`src/rtl/mult_rr_scheduler_if.sv`:
```
`default_nettype none
// ============================================================================
// Module   : mult_rr_scheduler_if
// Purpose  : Bundles the requester-side handshake and the multiplier-side
//            control signals of the round-robin multiplier scheduler.
// Ports    : req/a_in/b_in/ack           - requester handshake
//            rsp_valid/rsp_err/rsp_result - response bus
//            mul_start/mul_a/mul_b        - drive to shared multiplier
//            mul_result/mul_done          - return from shared multiplier
//            busy                         - scheduler not idle
// Modports : slave  - scheduler view
//            master - environment view (requesters + multiplier)
// Revision : 1.0 - initial release
// ============================================================================
interface mult_rr_scheduler_if #(
   parameter int N_REQ = 4,
   parameter int WIDTH = 4
);
   logic [N_REQ-1:0]       req;
   logic [N_REQ*WIDTH-1:0] a_in;
   logic [N_REQ*WIDTH-1:0] b_in;
   logic [N_REQ-1:0]       ack;
   logic [N_REQ-1:0]       rsp_valid;
   logic                   rsp_err;
   logic [2*WIDTH-1:0]     rsp_result;
   logic                   mul_start;
   logic [WIDTH-1:0]       mul_a;
   logic [WIDTH-1:0]       mul_b;
   logic [2*WIDTH-1:0]     mul_result;
   logic                   mul_done;
   logic                   busy;

   modport slave (
      input  req, a_in, b_in, mul_result, mul_done,
      output ack, rsp_valid, rsp_err, rsp_result, mul_start, mul_a, mul_b, busy
   );

   modport master (
      output req, a_in, b_in, mul_result, mul_done,
      input  ack, rsp_valid, rsp_err, rsp_result, mul_start, mul_a, mul_b, busy
   );
endinterface
`default_nettype wire

```
`src/rtl/mult_rr_scheduler.sv`:
```
`default_nettype none
// ============================================================================
// Module   : mult_rr_scheduler
// Purpose  : Shares one sequential multiplier among N_REQ requesters. Grants
//            one request per idle visit in round-robin order, issues the
//            operands with a start pulse, waits for a qualified done (or a
//            timeout) and returns the product to the owner as a one-cycle
//            response pulse.
// Ports    : clk  - clock, all logic on the rising edge
//            rst  - asynchronous active-high reset
//            bus  - mult_rr_scheduler_if.slave (requester handshake,
//                   response bus, multiplier control/return, busy)
// Revision : 1.0 - initial release
// ============================================================================
module mult_rr_scheduler #(
   parameter int N_REQ   = 4,
   parameter int WIDTH   = 4,
   parameter int TIMEOUT = 64
) (
   input wire logic              clk,
   input wire logic              rst,
   mult_rr_scheduler_if.slave    bus
);

   localparam int PTR_W = (N_REQ > 1) ? $clog2(N_REQ) : 1;
   localparam int CNT_W = $clog2(TIMEOUT + 1);

   localparam logic [1:0] S_IDLE  = 2'd0;
   localparam logic [1:0] S_ISSUE = 2'd1;
   localparam logic [1:0] S_WAIT  = 2'd2;
   localparam logic [1:0] S_RESP  = 2'd3;

   logic [1:0]         state_q,      state_d;
   logic [PTR_W-1:0]   ptr_q,        ptr_d;
   logic [PTR_W-1:0]   owner_q,      owner_d;
   logic               armed_q,      armed_d;
   logic [CNT_W-1:0]   cnt_q,        cnt_d;
   logic [N_REQ-1:0]   ack_q,        ack_d;
   logic [N_REQ-1:0]   rsp_valid_q,  rsp_valid_d;
   logic               rsp_err_q,    rsp_err_d;
   logic [2*WIDTH-1:0] rsp_result_q, rsp_result_d;
   logic               mul_start_q,  mul_start_d;
   logic [WIDTH-1:0]   mul_a_q,      mul_a_d;
   logic [WIDTH-1:0]   mul_b_q,      mul_b_d;
   logic               busy_q,       busy_d;

   logic               grant_found;
   logic [PTR_W-1:0]   grant_idx;
   logic [PTR_W-1:0]   cand;
   logic               done_qual;
   logic               timeout_hit;

   // A done level left over from the previous operation must not complete
   // this one, so done only counts once a low level has been seen in WAIT.
   assign done_qual   = bus.mul_done & armed_q;
   // The counter holds the number of WAIT cycles already spent; the cycle in
   // which it would reach TIMEOUT is the last one allowed.
   assign timeout_hit = (cnt_q == CNT_W'(TIMEOUT - 1));

   // ------------------------------------------------------------------------
   // Round-robin pick: first requester set at or above ptr, wrapping around.
   // ------------------------------------------------------------------------
   always_comb begin
      grant_found = 1'b0;
      grant_idx   = '0;
      cand        = '0;
      for (int k = 0; k < N_REQ; k++) begin
         cand = PTR_W'((int'(ptr_q) + k) % N_REQ);
         if (!grant_found && bus.req[cand]) begin
            grant_found = 1'b1;
            grant_idx   = cand;
         end
      end
   end

   // ------------------------------------------------------------------------
   // State register
   // ------------------------------------------------------------------------
   always_ff @(posedge clk or posedge rst) begin
      if (rst) begin
         state_q      <= S_IDLE;
         ptr_q        <= '0;
         owner_q      <= '0;
         armed_q      <= 1'b0;
         cnt_q        <= '0;
         ack_q        <= '0;
         rsp_valid_q  <= '0;
         rsp_err_q    <= 1'b0;
         rsp_result_q <= '0;
         mul_start_q  <= 1'b0;
         mul_a_q      <= '0;
         mul_b_q      <= '0;
         busy_q       <= 1'b0;
      end else begin
         state_q      <= state_d;
         ptr_q        <= ptr_d;
         owner_q      <= owner_d;
         armed_q      <= armed_d;
         cnt_q        <= cnt_d;
         ack_q        <= ack_d;
         rsp_valid_q  <= rsp_valid_d;
         rsp_err_q    <= rsp_err_d;
         rsp_result_q <= rsp_result_d;
         mul_start_q  <= mul_start_d;
         mul_a_q      <= mul_a_d;
         mul_b_q      <= mul_b_d;
         busy_q       <= busy_d;
      end
   end

   // ------------------------------------------------------------------------
   // Next-state logic
   // ------------------------------------------------------------------------
   always_comb begin
      state_d = state_q;
      case (state_q)
         S_IDLE:  if (grant_found) state_d = S_ISSUE;
         S_ISSUE: state_d = S_WAIT;
         S_WAIT:  if (done_qual || timeout_hit) state_d = S_RESP;
         S_RESP:  state_d = S_IDLE;
         default: state_d = S_IDLE;
      endcase
   end

   // ------------------------------------------------------------------------
   // Output and datapath logic (all results land in registers)
   // ------------------------------------------------------------------------
   always_comb begin
      ptr_d        = ptr_q;
      owner_d      = owner_q;
      armed_d      = armed_q;
      cnt_d        = cnt_q;
      ack_d        = '0;
      mul_start_d  = 1'b0;
      rsp_valid_d  = '0;
      rsp_err_d    = 1'b0;
      rsp_result_d = rsp_result_q;
      mul_a_d      = mul_a_q;
      mul_b_d      = mul_b_q;
      busy_d       = (state_d != S_IDLE);

      case (state_q)
         S_IDLE: begin
            if (grant_found) begin
               owner_d            = grant_idx;
               ptr_d              = (grant_idx == PTR_W'(N_REQ - 1)) ? '0
                                                                     : grant_idx + PTR_W'(1);
               mul_a_d            = bus.a_in[int'(grant_idx)*WIDTH +: WIDTH];
               mul_b_d            = bus.b_in[int'(grant_idx)*WIDTH +: WIDTH];
               ack_d[grant_idx]   = 1'b1;
               mul_start_d        = 1'b1;
            end
         end
         S_ISSUE: begin
            armed_d = 1'b0;
            cnt_d   = '0;
         end
         S_WAIT: begin
            cnt_d = cnt_q + CNT_W'(1);
            if (!bus.mul_done) armed_d = 1'b1;
            // Done takes priority over a timeout in the same cycle.
            if (done_qual) begin
               rsp_result_d         = bus.mul_result;
               rsp_valid_d[owner_q] = 1'b1;
            end else if (timeout_hit) begin
               rsp_result_d         = '0;
               rsp_valid_d[owner_q] = 1'b1;
               rsp_err_d            = 1'b1;
            end
         end
         default: begin
         end
      endcase
   end

   assign bus.ack        = ack_q;
   assign bus.rsp_valid  = rsp_valid_q;
   assign bus.rsp_err    = rsp_err_q;
   assign bus.rsp_result = rsp_result_q;
   assign bus.mul_start  = mul_start_q;
   assign bus.mul_a      = mul_a_q;
   assign bus.mul_b      = mul_b_q;
   assign bus.busy       = busy_q;

endmodule
`default_nettype wire

```
`src/flat_wrapper.sv`:
```
// flat-port wrapper written by rule: the top's interface ports become plain ports
module mult_rr_scheduler_flat 
#(
   parameter int N_REQ   = 4,
   parameter int WIDTH   = 4,
   parameter int TIMEOUT = 64
)
  (clk, rst, bus_req, bus_a_in, bus_b_in, bus_mul_result, bus_mul_done, bus_ack, bus_rsp_valid, bus_rsp_err, bus_rsp_result, bus_mul_start, bus_mul_a, bus_mul_b, bus_busy);
  mult_rr_scheduler_if #(.N_REQ(N_REQ), .WIDTH(WIDTH)) bus_i ();
  input wire logic clk;
  input wire logic rst;
  input wire logic [$bits(bus_i.req)-1:0] bus_req;
  input wire logic [$bits(bus_i.a_in)-1:0] bus_a_in;
  input wire logic [$bits(bus_i.b_in)-1:0] bus_b_in;
  input wire logic [$bits(bus_i.mul_result)-1:0] bus_mul_result;
  input wire logic [$bits(bus_i.mul_done)-1:0] bus_mul_done;
  output wire logic [$bits(bus_i.ack)-1:0] bus_ack;
  output wire logic [$bits(bus_i.rsp_valid)-1:0] bus_rsp_valid;
  output wire logic [$bits(bus_i.rsp_err)-1:0] bus_rsp_err;
  output wire logic [$bits(bus_i.rsp_result)-1:0] bus_rsp_result;
  output wire logic [$bits(bus_i.mul_start)-1:0] bus_mul_start;
  output wire logic [$bits(bus_i.mul_a)-1:0] bus_mul_a;
  output wire logic [$bits(bus_i.mul_b)-1:0] bus_mul_b;
  output wire logic [$bits(bus_i.busy)-1:0] bus_busy;
  assign bus_i.req = bus_req;
  assign bus_i.a_in = bus_a_in;
  assign bus_i.b_in = bus_b_in;
  assign bus_i.mul_result = bus_mul_result;
  assign bus_i.mul_done = bus_mul_done;
  assign bus_ack = bus_i.ack;
  assign bus_rsp_valid = bus_i.rsp_valid;
  assign bus_rsp_err = bus_i.rsp_err;
  assign bus_rsp_result = bus_i.rsp_result;
  assign bus_mul_start = bus_i.mul_start;
  assign bus_mul_a = bus_i.mul_a;
  assign bus_mul_b = bus_i.mul_b;
  assign bus_busy = bus_i.busy;
  mult_rr_scheduler #(.N_REQ(N_REQ), .WIDTH(WIDTH), .TIMEOUT(TIMEOUT)) u_core (.clk(clk), .rst(rst), .bus(bus_i));
endmodule
```
`config.mk`:
```
export PLATFORM = sky130hd
export DESIGN_NAME = mult_rr_scheduler_flat
export DESIGN_NICKNAME = d
export VERILOG_FILES = /design/src/rtl/mult_rr_scheduler_if.sv /design/src/rtl/mult_rr_scheduler.sv /design/src/flat_wrapper.sv
export SDC_FILE = /design/constraint.sdc
export NUM_CORES = 1
export LEC_CHECK = 0
export CORE_MARGIN = 2
export CORE_UTILIZATION = 48
export CTS_CLUSTER_DIAMETER = 80
export DETAILED_ROUTE_END_ITERATION = 8
export GPL_TIMING_DRIVEN = 0
export PLACE_DENSITY = 0.89
export SYNTH_ARGS = -nofsm -noshare
export SYNTH_HDL_FRONTEND = slang
export SYNTH_SLANG_ARGS = --single-unit
```
`constraint.sdc`:
```
create_clock -name clk -period 3.3 [get_ports clk]
set_input_delay 0.33 -clock clk [delete_from_list [all_inputs] [get_ports clk]]
set_output_delay 0.33 -clock clk [all_outputs]
set_load 0.1 [all_outputs]
```
==> reports/summary.md <==
- **routability-driven placement congestion ratio** 0.836
- **routed vias** 1785
- **vertical extent of the die** 69.3 um
- **Horiz. Die Dim** 69.3 um
- **count of flip-flops with a built-in enable after synthesis** 0
- **cts-stage hold buffer count** 0
- **effective utilization at floorplan** 50.4%
- **Top Ports** 74
- **critical-path cell with the highest stage delay** clkdlybuf4s50_1
- **CTS tree** done
- **count of state elements after synthesis** 41
- **CTS Sinks** 41
- **most frequent standard cell in the layout excluding fill and tap cells** clkdlybuf4s50_1
- **vias in the first global route** 1793
- **Diodes inserted** 0
- **number of distinct standard cells referenced by the synthesized netlist** 40
- **Primary FF master, synth** dfrtp_1
- **Yosys Warn Count** 0
- **post-detailed-placement half-perimeter wirelength** 3760 um
- **R2R setup slack** 1.29 ns
- **final-report hold violation count** 0
- **DRC violation count after routing** 0
- **Bufs on Longest Clock Path** 2
- **gate family responsible for the most delay along the worst path** buffers and inverters
- **biggest area contributors in the synthesized netlist** dfrtp_1, mux2i_1, a22o_1
- **number of DRC markers in iteration 0** 137
- **cell taking the most area after synthesis** dfrtp_1
- **portion of synthesized cell area occupied by the leading cell type** 50.2%
- **clock tree root driver cell** clkbuf_8
- **Final min period** 2.15 ns
- **clock latency at the later pin of the worst-skew pair** 0.29 ns
- **Final Instance Count excl. Fillers** 322
- **static leakage** 1.32 nW
- **number of search-and-repair iterations in the first detailed-routing pass** 4
- **commonest non-fill, non-tap cells in the layout** clkdlybuf4s50_1, dfrtp_1, nand2_1
- **All-Layer GR Usage** 22.0%
- **clock buffers created by TritonCTS** 5
- **critical path buffer and inverter count** 1
- **routed wire length** 5060 um
- **setup repair after global routing missed its margin** no
- **transition time of the tightest slew-check pin** 1.02 ns
- **final cycle utilization of the critical path** 65.2%
- **area enclosed by the die boundary** 4800 um2
- **antenna violations before repair** 0
- **count of standard-cell rows** 23
- **largest vdd supply drop** 0.467 mV
- **Worst Setup End Kind** primary output
- **cell area power density** 1040 nW/um2
- **net count reported at finish** 324
- **global-route wire length before repair** 8490 um
- **routed len/inst** 15.7 um
- **Slew Limit Headroom** 31.8%
- **required time of the worst setup path** 2.97 ns
- **post_cts resized** 0
- **Slowest Stage Delay on Critical Path** 1.16 ns
- **Synthesized Nets** 244
- **area of the mapped netlist** 2050 um2
- **Placed Cells incl. Taps** 315
- **Port Buffers** 73
- **status** finished, final reports clean
- **core area** 4060 um2
- **upper clock frequency limit** 465 MHz
- **Post-DRT Antenna Nets** 0
- **max cap viols** 0
- **crit path launch type** flip-flop
- **area delta synth->final** 43.0%
- **TNS Setup** 0 ns
- **Vias/cell** 5.54
- **tightest hold margin** 0.474 ns
- **filler cell count in the final layout** 294
- **Post-Syn Area per Cell** 10.7 um2
- **final slew viol count** 0
- **path type of the worst setup path** flip-flop to primary output
- **worst clock skew** 0.00848 ns
- **class of the worst hold path** flip-flop to flip-flop
- **largest fanout on the critical path** 2
- **fraction of synthesis flops using an asynchronous set or reset pin** 100%
- **maximum number of pins on one net before global-route repair** 42
- **H-tree levels** 2
- **postcts setup bufs** 0
- **endpoint arrival time on the critical path** 1.82 ns
- **Seq/Total Area, Yosys** 50.2%
- **Cell Chain, Critical Path** clkdlybuf4s50_1
- **Gate Count Post-Synth** 192
- **GRT Residual Overflow** 0
- **proportion of layout cells with a drive suffix above 1** 8.82%
- **final setup fails** 0
- **clock slew seen by the registers of the worst setup and hold paths** 0.07 ns
## per-stage QoR
stage | power [mW] | setup WS [ns] | util (%) | area, um2
6_report | 3.06 | 1.15 | 72.1 | 2930
5_1_grt | 3.21 | 1.11 | 72.1 | 2930
4_1_cts | 3.06 | 1.14 | 72.1 | 2930
3_5_place_dp | 2.73 | 0.965 | 70.0 | 2840
3_3_place_gp | 2.69 | 1.01 | 70.0 | 2840
2_1_floorplan | 2.25 | 1.52 | - | 2050
## layer usage
layer / track usage, % / part of all wire, %
met1: 27.7 / 43
met2: 35.9 / 48
met3: 4.22 / 3.8
met4: 11.8 / 4.4
met5: 0 / 0
## cells by family (layout without fill, tap and decap cells)
| kind of cell | after synthesis | count (layout) | share of synthesized area [%] |
|---|---|---|---|
| AOI/OAI and AO/OA | 53 | 53 | 19.1 |
| xor gates and xnor gates | 1 | 1 | 0.428 |
| adders and majority gates | 5 | 5 | 3.06 |
| buffers and inverters | 22 | 102 | 6.12 |
| DFF | 41 | 41 | 50.2 |
| muxes | 11 | 11 | 5.38 |
| and+or+nand+nor | 59 | 59 | 15.8 |
## report_power, final
part	internal, mW	switching [mW]	total, mW
clock	0.166	0.162	0.328
combinational	0.556	1.39	1.95
sequential	0.679	0.101	0.779
## worst register-to-register path, cell delays in order, from the launching register on
cell and delay (ns):
dfrtp_1 0.37, inv_1 0.07, ha_1 0.19, buf_2 0.17
and3_1 0.19, buf_2 0.17, a21oi_2 0.19, mux2i_1 0.11
o22a_1 0.22, or2_1 0.22
## Yosys cell counts, types with 3 or more instances
| master | count |
|---|---|
| dfrtp_1 | 41 |
| o21ai_0 | 7 |
| o211ai_1 | 8 |
| a21oi_1 | 7 |
| nand2_1 | 21 |
| nand4_1 | 9 |
| o31ai_1 | 8 |
| buf_2 | 6 |
| nand3_1 | 3 |
| ha_1 | 5 |
| a211o_1 | 8 |
| a22o_1 | 9 |
| nor3_1 | 4 |
| inv_1 | 9 |
| nor2_1 | 4 |
| mux2i_1 | 11 |
## final timing paths
| path | startpoint | endpoint | cells after the start |
|---|---|---|---|
| min in group asynchronous | rst | u_core.bus.rsp_result[6]$_DFFE_PP0P_ | 2 |
| setup reg to reg | u_core.state_q[0]$_DFF_PP0_ | u_core.bus.busy$_DFF_PP0_ | 9 |
| hold / removal | u_core.armed_q$_DFFE_PP0P_ | u_core.bus.rsp_err$_DFF_PP0_ | 1 |
| max in group asynchronous | rst | u_core.bus.rsp_result[1]$_DFFE_PP0P_ | 2 |
| hold reg to reg | u_core.armed_q$_DFFE_PP0P_ | u_core.bus.rsp_err$_DFF_PP0_ | 1 |
| setup / recovery | u_core.bus.rsp_result[5]$_DFFE_PP0P_ | bus_rsp_result[5] | 1 |
## cell type report
type                            instances  area (um2)  share of cell area [%]
Inverter                               10        37.5                    1.28
Multi-Input combinational cell        129         895                    30.6
Timing Repair Buffer                   73         731                    25.0
Sequential cell                        41        1030                    35.1
Tap cell                               50        62.6                    2.14
Buffer                                 12        87.6                    2.99
Clock buffer                            7        86.3                    2.95
## state kept, by name, indices dropped and copies added, names as in the netlist
| register | count |
|---|---|
| u_core.owner_q | 2 |
| u_core.bus.mul_a | 4 |
| u_core.state_q | 2 |
| u_core.bus.busy | 1 |
| u_core.bus.ack | 4 |
| u_core.bus.mul_b | 4 |
| u_core.bus.rsp_result | 8 |
| u_core.ptr_q | 2 |
| u_core.bus.rsp_err | 1 |
| u_core.cnt_q | 7 |
| u_core.bus.mul_start | 1 |
| u_core.armed_q | 1 |
| u_core.bus.rsp_valid | 4 |
No activity file was read; power rests on OpenSTA's default activity.
